**config.mk**
```make
export PLATFORM = sky130hd
export DESIGN_NAME = adder_bist_64b
export DESIGN_NICKNAME = d
export VERILOG_FILES = /design/src/rtl/adder_bist_64b.sv
export SDC_FILE = /design/constraint.sdc
export NUM_CORES = 1
export LEC_CHECK = 0
export CORE_MARGIN = 1
export CORE_UTILIZATION = 54
export DETAILED_ROUTE_END_ITERATION = 12
export PLACE_DENSITY_LB_ADDON = 0.1
export SLEW_MARGIN = 20
export SYNTH_ARGS = -nofsm -noshare
export SYNTH_HDL_FRONTEND = slang
export SYNTH_SLANG_ARGS = --single-unit
```
**constraint.sdc**
```tcl
create_clock -name clk -period 5.3 [get_ports clk]
set_input_delay 0.795 -clock clk [delete_from_list [all_inputs] [get_ports clk]]
set_output_delay 0.795 -clock clk [all_outputs]
set_load 0.05 [all_outputs]
```
**src/rtl/adder_bist_64b.sv**
```systemverilog
`timescale 1ns/1ps
// adder_bist_64b
// Synthesizable self-test engine for a WIDTH-bit adder under test.
// Launches one operand pair per cycle (4 directed pairs, then two Galois
// LFSR streams). Checks each returned sum against a native '+' reference
// LAT edges later. Counts mismatches (saturating) and keeps the first
// failing vector.
module adder_bist_64b #(
  parameter int               WIDTH       = 64,
  parameter int               NUM_VECTORS = 100000,
  parameter int               LAT         = 1,
  parameter int               CNT_W       = 32,
  parameter logic [WIDTH-1:0] SEED_A      = 64'h0123456789ABCDEF,
  parameter logic [WIDTH-1:0] SEED_B      = 64'hFEDCBA9876543210
) (
  input  logic             clk,
  input  logic             rst_n,
  input  logic             start,
  output logic [WIDTH-1:0] dut_a,
  output logic [WIDTH-1:0] dut_b,
  input  logic [WIDTH:0]   dut_s,
  output logic             busy,
  output logic             done,
  output logic [CNT_W-1:0] error_count,
  output logic             fail_valid,
  output logic [WIDTH-1:0] fail_a,
  output logic [WIDTH-1:0] fail_b,
  output logic [WIDTH:0]   fail_s
);

  localparam int VC_W = $clog2(NUM_VECTORS + 1);
  localparam int DC_W = (LAT < 2) ? 1 : $clog2(LAT + 1);

  localparam logic [VC_W-1:0]  LAST_IDX       = VC_W'(NUM_VECTORS - 1);
  localparam logic [VC_W-1:0]  FIRST_LFSR_IDX = VC_W'(4);
  localparam logic [DC_W-1:0]  DRAIN_LAST     = DC_W'(LAT);
  // Feedback mask for x^64 + x^63 + x^61 + x^60 + 1 (right-shifting Galois).
  localparam logic [WIDTH-1:0] TAPS     = {5'b11011, {(WIDTH-5){1'b0}}};
  localparam logic [WIDTH-1:0] ALL_ONES = '1;
  localparam logic [WIDTH-1:0] ONE      = WIDTH'(1);
  localparam logic [WIDTH-1:0] ALT_01   = {(WIDTH/2){2'b01}};

  typedef enum logic [1:0] {
    S_IDLE  = 2'd0,
    S_RUN   = 2'd1,
    S_DRAIN = 2'd2,
    S_DONE  = 2'd3
  } state_t;

  // One Galois LFSR step: shift right, fold the tap mask in when a 1 leaves.
  function automatic logic [WIDTH-1:0] lfsr_step(input logic [WIDTH-1:0] s);
    logic [WIDTH-1:0] nxt;
    nxt = s >> 1;
    if (s[0]) begin
      nxt = nxt ^ TAPS;
    end
    return nxt;
  endfunction

  // Reference sum including carry-out.
  function automatic logic [WIDTH:0] ref_sum(input logic [WIDTH-1:0] a,
                                             input logic [WIDTH-1:0] b);
    return {1'b0, a} + {1'b0, b};
  endfunction

  // Error counter increment that sticks at all-ones.
  function automatic logic [CNT_W-1:0] sat_inc(input logic [CNT_W-1:0] v);
    if (&v) begin
      return v;
    end
    return v + CNT_W'(1);
  endfunction

  state_t           state;
  state_t           state_next;
  logic             enter_run;
  logic             launch;
  logic [VC_W-1:0]  vec_cnt;
  logic [DC_W-1:0]  drain_cnt;
  logic [WIDTH-1:0] lfsr_a;
  logic [WIDTH-1:0] lfsr_b;
  logic [WIDTH-1:0] vec_a;
  logic [WIDTH-1:0] vec_b;
  logic             mismatch;

  // Check pipeline: stage j holds the vector launched j-1 edges ago.
  logic [WIDTH:0]   exp_p [1:LAT];
  logic [WIDTH-1:0] a_p   [1:LAT];
  logic [WIDTH-1:0] b_p   [1:LAT];
  logic             vld_p [1:LAT];

  assign busy     = (state == S_RUN) || (state == S_DRAIN);
  assign done     = (state == S_DONE);
  assign mismatch = vld_p[LAT] && (dut_s != exp_p[LAT]);

  // State register.
  always_ff @(posedge clk or negedge rst_n) begin
    if (!rst_n) begin
      state <= S_IDLE;
    end else begin
      state <= state_next;
    end
  end

  // Next-state logic plus the run-entry and launch strobes.
  always_comb begin
    state_next = state;
    enter_run  = 1'b0;
    launch     = 1'b0;
    case (state)
      S_IDLE, S_DONE: begin
        if (start) begin
          state_next = S_RUN;
          enter_run  = 1'b1;
        end
      end
      S_RUN: begin
        launch = 1'b1;
        if (vec_cnt == LAST_IDX) begin
          state_next = S_DRAIN;
        end
      end
      S_DRAIN: begin
        // LAT edges for the last vector to reach the checker, one more to report.
        if (drain_cnt == DRAIN_LAST) begin
          state_next = S_DONE;
        end
      end
      default: state_next = S_IDLE;
    endcase
  end

  // Operand selection: directed corner vectors first, LFSR streams afterwards.
  always_comb begin
    vec_a = lfsr_a;
    vec_b = lfsr_b;
    case (vec_cnt)
      VC_W'(0): begin vec_a = '0;       vec_b = '0;       end
      VC_W'(1): begin vec_a = ALL_ONES; vec_b = ONE;      end
      VC_W'(2): begin vec_a = ALL_ONES; vec_b = ALL_ONES; end
      VC_W'(3): begin vec_a = ALT_01;   vec_b = ~ALT_01;  end
      default: ;
    endcase
  end

  // Vector counter, LFSRs and the registered operand outputs.
  // The LFSR state itself is vector 4; it steps after each LFSR launch.
  always_ff @(posedge clk or negedge rst_n) begin
    if (!rst_n) begin
      vec_cnt <= '0;
      lfsr_a  <= SEED_A;
      lfsr_b  <= SEED_B;
      dut_a   <= '0;
      dut_b   <= '0;
    end else if (enter_run) begin
      vec_cnt <= '0;
      lfsr_a  <= SEED_A;
      lfsr_b  <= SEED_B;
    end else if (launch) begin
      dut_a   <= vec_a;
      dut_b   <= vec_b;
      vec_cnt <= vec_cnt + VC_W'(1);
      if (vec_cnt >= FIRST_LFSR_IDX) begin
        lfsr_a <= lfsr_step(lfsr_a);
        lfsr_b <= lfsr_step(lfsr_b);
      end
    end
  end

  // Edges spent in DRAIN; wraps harmlessly on the edge that leaves DRAIN.
  always_ff @(posedge clk or negedge rst_n) begin
    if (!rst_n) begin
      drain_cnt <= '0;
    end else if (state == S_DRAIN) begin
      drain_cnt <= drain_cnt + DC_W'(1);
    end else begin
      drain_cnt <= '0;
    end
  end

  // ---- stage boundary: launch -> check pipeline (LAT deep) ----
  // Expected sums and operands travel alongside the DUT's own latency.
  always_ff @(posedge clk or negedge rst_n) begin
    if (!rst_n) begin
      for (int j = 1; j <= LAT; j++) begin
        exp_p[j] <= '0;
        a_p[j]   <= '0;
        b_p[j]   <= '0;
        vld_p[j] <= 1'b0;
      end
    end else begin
      vld_p[1] <= launch;
      exp_p[1] <= ref_sum(vec_a, vec_b);
      a_p[1]   <= vec_a;
      b_p[1]   <= vec_b;
      for (int j = 2; j <= LAT; j++) begin
        vld_p[j] <= vld_p[j-1];
        exp_p[j] <= exp_p[j-1];
        a_p[j]   <= a_p[j-1];
        b_p[j]   <= b_p[j-1];
      end
    end
  end

  // ---- stage boundary: check -> result registers ----
  // Count every mismatch, keep only the first failing vector of the run.
  always_ff @(posedge clk or negedge rst_n) begin
    if (!rst_n) begin
      error_count <= '0;
      fail_valid  <= 1'b0;
      fail_a      <= '0;
      fail_b      <= '0;
      fail_s      <= '0;
    end else if (enter_run) begin
      error_count <= '0;
      fail_valid  <= 1'b0;
      fail_a      <= '0;
      fail_b      <= '0;
      fail_s      <= '0;
    end else if (mismatch) begin
      error_count <= sat_inc(error_count);
      if (!fail_valid) begin
        fail_valid <= 1'b1;
        fail_a     <= a_p[LAT];
        fail_b     <= b_p[LAT];
        fail_s     <= dut_s;
      end
    end
  end

endmodule

```
Yosys cells after proc, flatten, opt, wreduce, memory -nomap -nowiden
Index checks and enable logic that the tools add are counted.
{"block": "word_totals", "output_inout_bits": 356, "ramBits": 0, "mem_bits_ro": 0, "n_memories": 0, "latchBits": 0, "regBits": 696, "wordCells": 89}
{"block": "classes", "order_cmp": 1, "bitwise": 3, "muxes": 37, "n_reduce_logical": 15, "n_mul": 0, "shift": 0, "div_mod_pow": 0, "n_addsub": 4, "eq_ne": 13}
{"operator": "64-bit 2-to-1 mux", "count": 14}
{"operator": "64-bit one-hot mux with 4 select lines", "count": 1}
{"operator": "65-bit 2-to-1 mux", "count": 3}
{"operator": "64-bit one-hot mux with 3 select lines", "count": 1}
{"operator": "32-bit 2-to-1 mux", "count": 3}
{"operator": "64-bit by 64-bit adder with 65-bit output", "count": 1}
{"operator": "65-bit inequality test", "count": 1}
{"operator": "17-bit by 2-bit equality test with 1-bit output (second input constant)", "count": 2}
{"operator": "17-bit 2-to-1 mux", "count": 2}
{"operator": "32-bit by 1-bit adder with 32-bit output (second input constant)", "count": 1}
{"operator": "32-bit AND reduction", "count": 1}
{"operator": "17-bit by 1-bit adder with 17-bit output (second input constant)", "count": 1}
{"operator": "17-bit by 1-bit equality test with 1-bit output (second input constant)", "count": 1}
{"operator": "17-bit equality test (second input constant)", "count": 1}
{"operator": "17-bit by 3-bit >= comparator with 1-bit output (second input constant)", "count": 1}
{"operator": "17-bit zero test", "count": 1}
{"operator": "1-bit 2-to-1 mux", "count": 9}
{"operator": "3-bit NOT with 4-bit output", "count": 2}
{"operator": "2-bit AND reduction", "count": 4}
{"operator": "2-bit 2-to-1 mux", "count": 3}
{"operator": "2-bit one-hot mux with 3 select lines", "count": 1}
{"operator": "2-bit nonzero test", "count": 3}
{"operator": "2-bit equality test (second input constant)", "count": 2}
{"operator": "2-bit by 1-bit inequality test with 1-bit output (second input constant)", "count": 2}
{"operator": "other kinds (10)", "count": 12}

Longest topological paths before layout
Gate-level depths: netlist of run 1.
{"block": "depth", "ltp_word": 7, "ltp_mapped": 21}

Worst setup path before layout of run 1
No wires, ideal clock.
{"block": "synth_timing", "path_kind": "reg-to-reg", "start": "register vec_cnt[12]", "end": "register exp_p[56] (netlist name)", "slack_ns": 0.603, "setup_time_ns": 0.079, "path_stages_with_launch": 21, "path_buffers": 2, "arrival_time_ns": 4.617, "path_cell_list": "dfrtp_1 -> or4_1 -> nor4_2 -> and3_1 -> buf_4 -> o21a_1 -> nand2b_1 -> buf_2 -> a21o_1 -> ha_1 -> inv_1 -> fa_1 -> and2b_1 -> o2111ai_1 -> a21oi_2 -> o21ai_1 -> a2111oi_2 -> o21ai_1 -> o31ai_1 -> a41o_1 -> xor2_1"}
{"block": "synth_between", "elab_chain_cells": 4, "elab_cells_between_ends": 8}
{"element": "start, declared", "line_no": "78", "source": "logic [VC_W-1:0] vec_cnt;"}
{"element": "start signal, assigned", "line_no": "162", "source": "vec_cnt <= vec_cnt + VC_W'(1);"}
{"element": "17-bit by 2-bit equality test with 1-bit output / 17-bit by 1-bit equality test with 1-bit output (equally long branches)", "line_no": "137", "source": "case (vec_cnt)"}
{"element": "2-bit OR reduction (no source line)"}
{"element": "64-bit one-hot mux with 3 select lines *", "line_no": "137"}
{"element": "via vec_a[0]", "line_no": "82", "source": "logic [WIDTH-1:0] vec_a;"}
{"element": "64-bit by 64-bit adder with 65-bit output *", "line_no": "63", "source": "return {1'b0, a} + {1'b0, b};"}
{"element": "end signal, assigned by index", "line_no": "198", "source": "exp_p[j] <= exp_p[j-1];"}
{"element": "end, declared", "line_no": "87", "source": "logic [WIDTH:0] exp_p [1:LAT];"}
Mark *: on every way through the listed nets, which the timed path passes. The rest lies on a longest branch.
A chain may end at the register's enable or synchronous reset.

Worst setup path in the final report of run 1
{"block": "layout_timing", "start": "register vec_cnt[12]", "end": "register exp_p[61] (netlist name)"}
Same word-level chain as after synthesis.

==> results of run 1 <==
cell usage in the layout (no fill, tap or decap), types with 32 or more instances in the layout:
| cell | n |
|---|---|
| nand2_1 | 710 |
| dfrtp_1 | 632 |
| clkdlybuf4s50_1 | 422 |
| a21oi_1 | 331 |
| mux2_2 | 128 |
| xnor2_1 | 101 |
| nor2_1 | 98 |
| o21a_1 | 92 |
| nand3_1 | 90 |
| a21o_1 | 79 |
| clkbuf_16 | 74 |
| ha_1 | 72 |
| xor2_1 | 70 |
| dfstp_2 | 64 |
| o21ai_0 | 48 |
| buf_4 | 37 |
| nand4_1 | 34 |
| inv_1 | 32 |
Yosys cell counts, types with 3 or more instances:
cell type | instances | share of area
nor2b_1 | 10 | 0.0021
nor4_1 | 14 | 0.0029
xor2_1 | 70 | 0.020
o21ai_0 | 49 | 0.0081
nor3_1 | 22 | 0.0036
buf_6 | 3 | 0.0011
buf_2 | 37 | 0.0061
a211oi_1 | 6 | 0.0015
and3_1 | 9 | 0.0019
inv_1 | 32 | 0.0040
or2_2 | 3 | 0.00062
clkbuf_1 | 126 | 0.016
mux2_2 | 128 | 0.047
nor2_1 | 100 | 0.012
a21o_1 | 79 | 0.020
nand2b_1 | 8 | 0.0016
and2_1 | 5 | 0.0010
xnor2_1 | 101 | 0.029
nand2_1 | 712 | 0.088
o21bai_1 | 8 | 0.0020
dfstp_2 | 64 | 0.055
dfrtp_1 | 632 | 0.52
a31oi_1 | 8 | 0.0016
or3_1 | 10 | 0.0021
o21ai_1 | 5 | 0.00082
nand3_1 | 90 | 0.015
buf_1 | 7 | 0.00086
mux2i_1 | 3 | 0.00099
a21oi_1 | 331 | 0.055
ha_1 | 73 | 0.030
o31a_1 | 3 | 0.00086
o211ai_1 | 7 | 0.0017
o21a_1 | 94 | 0.023
or4_1 | 3 | 0.00074
a21boi_0 | 4 | 0.00099
nand4_1 | 34 | 0.0070
per-stage QoR:
step	instances	hold slack, ns
3_3_place_gp	3975	0.3974
5_1_grt	4117	0.2445
2_1_floorplan	2936	0.3888
6_report	4117	0.1940
3_5_place_dp	3975	0.4028
4_1_cts	4109	0.2157
what timing repair did:
item | in CTS | in global routing
setup buffers | 0 | 7
pin swaps | 0 | 1
gates resized for setup | 1 | 13
hold buffers | 0 | 0
endpoints found under the setup margin | 5 | 22
how the worst max path moves through the flow:
stage                     endpoint  cells after the start
3_5_place_dp   exp_p[56]$_DFF_PN0_                     16
5_1_grt        exp_p[39]$_DFF_PN0_                     19
4_1_cts        exp_p[56]$_DFF_PN0_                     17
6_report       exp_p[61]$_DFF_PN0_                     19
3_3_place_gp   exp_p[56]$_DFF_PN0_                     16
2_1_floorplan  exp_p[56]$_DFF_PN0_                     20
registers in the layout, indices dropped and copies added (netlist names):
name,count
b_p,64
state,2
dut_a,64
vec_cnt,17
lfsr_a,64
fail_valid,1
vld_p,1
error_count,32
exp_p,65
fail_s,65
lfsr_b,64
a_p,64
fail_b,64
fail_a,64
dut_b,64
drain_cnt,1
layer usage:
metal / part of all wire / wire length [µm] / GRT usage
met5: 0.00012 / 11 / 0
met4: 0.027 / 2388 / 0.08586
met3: 0.067 / 5872 / 0.06477
met2: 0.47 / 41590 / 0.4899
met1: 0.43 / 38260 / 0.4367
cell families (layout without fill, tap and decap cells):
family | Yosys count | in the layout
AND/OR/NAND/NOR | 1029 | 1029
flip-flops | 696 | 696
XOR/XNOR | 171 | 171
adder cells (fa/ha/maj) | 74 | 74
AO/OA/AOI/OAI | 628 | 628
buffers and inverters | 207 | 640
multiplexers | 131 | 131
final cells by class:
| class | instances | area share |
|---|---|---|
| clock inverter | 38 | 0.009606 |
| clock buffer | 96 | 0.05315 |
| sequential | 696 | 0.4616 |
| multi-input combinational | 2033 | 0.3213 |
| inverter | 32 | 0.003169 |
| timing repair buffer | 474 | 0.1265 |
| tap | 748 | 0.02469 |
==> reports/qor.yml, run 1 <==
dr.pass1.iters: 7
start_util: 0.5495
synth.distinct_cells: 74
die_h_um: 239.2
syn_area_mm2: 0.03039
fp.dieArea_mm2: 0.05723
r2r_end: "exp_p[61]$_DFF_PN0_"
ys.flop_type: "dfrtp_1"
period_minus_slack_ns: 5.060
gp_congestion: 0.9579
antenna_found_initial: 1
multi_input_area_mm2: 0.01218
critPathArrivalTime_ns: 5.56
wl_mm: 88.11
grt_pass1_wl_mm: 136.7
coreArea_mm2: 0.05531
tritoncts: "yes"
fin_util: 0.6853
wl_per_cell_um: 21.40
synth_seq_cells: 696
min_path_type: "in -> async"
nFillCells: 4285
cp-start-kind: "register"
dpl-instance-area_mm2: 0.03537
grtUsageTotal: 0.3105
die_w_um: 239.2
io_buffers: 423
insertion_delay_ns: 0.62
criticalPathCategory: "reg -> reg"
synth_compound_area_frac: 0.1266
numCtsBuffers: 73
grt_start_max_net_pins: 194
fmax_ghz: 0.1976
clk_pin_slew_ns: 0.06
io_pins: 424
slew_headroom: 0.3402
worst_path_max_delay_cell: "or4_1"
crit_path_start: "vec_cnt[12]$_DFFE_PN0P_"
cts.sink_count: 696
worst_pin_slew_ns: 0.9897
h-tree-depth: 3
synth_simple_gate_area_share: 0.1413
ant_nets: 0
synth_warnings: 0
first_global_vias: 23261
row_count: 86
synth-seq-area-share: 0.5758
cts_root_buf: "clkbuf_16"
max_stage_delay_ns: 0.54
avgSynthCellArea_um2: 10.35
crit_family: "simple AND/OR/NAND/NOR gates"
seq_area_mm2: 0.01750
cp_num_buf_inv: 3
place_hpwl_mm: 61.21
clock_path_buffers: 3
fin_tns_setup_ns: 0
endpoint_kind: "register"
crit_chain: "or4_1 -> nor4_2 -> and3_2 -> buf_4 -> nand2_1 -> nand3_2 -> buf_4 -> buf_4 -> o21a_1 -> ha_1 -> nand4_1 -> or2_2 -> nor2_1 -> nand2_1 -> o311a_1 -> o31a_4 -> o211ai_1 -> o211ai_1 -> xnor2_1"
drc: 0
drtIter0Drc: 1736
synth_edf_count: 0
synth_top_family_by_area: "simple AND/OR/NAND/NOR gates"
synthCells: 2936
reg2reg_setup_slack_ns: 0.24
via_count: 23397
syn_nets: 3078
syn2layout_area_growth_pct: 24.73
yosys.area_share.adder: 0.03071
final_area_mm2: 0.03790
setup-violations-final: 0
drive_gt1_frac: 0.1190
hold_viol: 0
slew_viol_final: 0
synth_xor_area_frac: 0.04928
cap_violations: 0
crit_fanout: 13
finalClockSkew_ns: 0.01933
cp.required_ns: 5.80
fin_crit_sh: 0.9547
synthMuxAreaShare: 0.04842
diodes: 0
synth-async-reset-ratio: 1.000
post-place-ws_ns: -0.03737
r2r_cells: 19
fin_nets: 3452
status: "finished, final reports clean"
path_common_cell: "buf_4"
r2r-start: "vec_cnt[12]$_DFFE_PN0P_"
grt-ovfl-total: 0
setup_slack_ns: 0.2404
viasPerCell: 5.683
Power of run 1 is not shown: default switching activity piles up to over one toggle a cycle in this logic, so the estimate is an artifact.
==> inputs of run 2 (changes only) <==
--- a/config.mk
+++ b/config.mk
@@ -8,6 +8,7 @@
 export CORE_MARGIN = 1
 export CORE_UTILIZATION = 54
 export DETAILED_ROUTE_END_ITERATION = 12
+export MAX_ROUTING_LAYER = met4
 export PLACE_DENSITY_LB_ADDON = 0.1
 export SLEW_MARGIN = 20
 export SYNTH_ARGS = -nofsm -noshare
==> run 2 against run 1 <==
Routed wire length increased by 1.1%. Final cell count about the same. Maximum frequency decreased by 1.4%. Critical path depth decreased by 3. Register-to-register slack got worse by 0.07 ns. Clock skew increased by 0.0031 ns. Final area increased by 0.21%. Core utilization increased by 0.14 points. Worst hold slack improved by 0.067 ns. First-iteration DRC count increased by 8.2%.
==> reports/qor.yml, run 2 (synthesized netlist as in run 1, its figures left out) <==
status: "finished, final reports clean"
hold_viol: 0  # unchanged
crit_fanout: 19  # +6
drive_gt1_frac: 0.1181  # -0.0008905
top_regs: "exp_p x65, fail_s x65"
final_area_mm2: 0.03798  # +0.21%
drc: 0  # unchanged
wl_per_cell_um: 21.62  # +1.0%
clk_pin_slew_ns: 0.06  # about the same
tritoncts: "yes"
clock_path_buffers: 3  # unchanged
cts_hold_buf: 0  # unchanged
r2r_end: "exp_p[51]$_DFF_PN0_"
worst_pin_slew_ns: 1.016  # +0.02578 ns
final_common_cell: "nand2_1"
start_util: 0.5495  # unchanged
ant_nets: 0  # unchanged
cap_violations: 0  # unchanged
coreArea_mm2: 0.05531  # unchanged
setup_slack_ns: 0.1661  # -0.07429 ns
setup-violations-final: 0  # unchanged
antenna_found_initial: 1  # unchanged
reg2reg_setup_slack_ns: 0.17  # -0.07 ns
cts.sink_count: 696  # unchanged
fin_nets: 3451  # -0.029%
dr.pass1.iters: 6  # -1
first_global_vias: 23109  # -0.65%
period_minus_slack_ns: 5.134  # +0.07429 ns
wl_mm: 89.05  # +1.1%
critPathArrivalTime_ns: 5.63  # +0.07 ns
fin_crit_sh: 0.9687  # +0.01402
drtIter0Drc: 1878  # +8.2%
endpoint_kind: "register"
h-tree-depth: 3  # unchanged
insertion_delay_ns: 0.63  # about the same
slew_viol_final: 0  # unchanged
r2r-start: "vec_cnt[12]$_DFFE_PN0P_"
cts_root_buf: "clkbuf_16"
rsz0062_at_grt: "true"
place_hpwl_mm: 61.39  # +0.30%
post-place-ws_ns: -0.05239  # -0.01502 ns
grt_start_max_net_pins: 194  # unchanged
cp.required_ns: 5.79  # about the same
gp_congestion: 0.9411  # -1.8%
r2r_cells: 16  # -3
syn2layout_area_growth_pct: 24.99
criticalPathCategory: "reg -> reg"
fp.dieArea_mm2: 0.05723  # unchanged
numCtsBuffers: 73  # unchanged
fin_cells: 4118  # +0.024%
viasPerCell: 5.714  # +0.55%
fin_tns_setup_ns: 0  # unchanged
via_count: 23531  # +0.57%
final_cell_mix: "nand2_1 (710), dfrtp_1 (632), clkdlybuf4s50_1 (422)"
die_h_um: 239.2  # unchanged
dpl-instance-area_mm2: 0.03536  # about the same
min_path_type: "in -> async"
io_pins: 424  # unchanged
grt_pass1_wl_mm: 136.0  # -0.51%
finalClockSkew_ns: 0.02239  # +0.003064 ns
die_w_um: 239.2  # unchanged
grt-ovfl-total: 0  # unchanged
io_buffers: 423  # unchanged
grtUsageTotal: 0.3208  # +0.01032
fmax_ghz: 0.1948  # -1.4%
cp-start-kind: "register"
dpl.cell_count: 3975  # unchanged
slew_headroom: 0.3230  # -0.01719
row_count: 86  # unchanged
==> run 2: cell type report <==
cell class | instances | area [µm²]
sequential | 696 | 17500
fill | 4284 | 17320
multi-input combinational | 2033 | 12150
timing repair buffer | 473 | 4788
clock buffer | 103 | 2110
tap | 748 | 935.9
clock inverter | 32 | 385.4
inverter | 32 | 120.1
antenna | 1 | 2.502
==> run 2: worst max path at each step <==
stage	start	to	cells past startpoint
after floorplan	vec_cnt[12]$_DFFE_PN0P_	exp_p[56]$_DFF_PN0_	20
after global placement	vec_cnt[12]$_DFFE_PN0P_	exp_p[60]$_DFF_PN0_	19
after detailed placement	vec_cnt[12]$_DFFE_PN0P_	exp_p[60]$_DFF_PN0_	16
after CTS	vec_cnt[12]$_DFFE_PN0P_	exp_p[56]$_DFF_PN0_	18
after global routing	vec_cnt[12]$_DFFE_PN0P_	exp_p[56]$_DFF_PN0_	18
final	vec_cnt[12]$_DFFE_PN0P_	exp_p[51]$_DFF_PN0_	16
==> run 2: per-stage QoR <==
step,utilization,hold WS [ns]
floorplan,-,0.3888
global placement,0.6392,0.3993
detailed placement,0.6392,0.3997
CTS,0.6846,0.3050
global route,0.6868,0.3367
finish,0.6868,0.2610
==> run 2: routing by layer <==
layer  wire [µm]  up-vias  global-route usage
li1            -    10688                   -
met1       38220    11854              0.4349
met2       42630      833              0.4984
met3        5458      156             0.04990
met4        2738        0              0.1028
met5           0        -                   -
==> run 2: timing repair <==
action	in CTS	in global routing
endpoints found under the setup margin	5	12
buffers inserted	0	6
pin swaps	0	2
gates resized for setup	3	5
==> run 2: worst max-delay path, stage by stage (launching register included) <==
cell and delay, ns:
dfrtp_1 0.42, or4_1 0.55, nor4_2 0.21, and3_4 0.32, nand2_2 0.43, a21o_1 0.37
ha_1 0.37, a21o_1 0.22, a31oi_1 0.22, a21boi_2 0.12, a211o_1 0.36, a41oi_4 0.37
nor2_1 0.10, a31oi_1 0.38, o31a_1 0.28, o21ai_0 0.13, xor2_1 0.17
Power of run 2 is left out for the same reason.
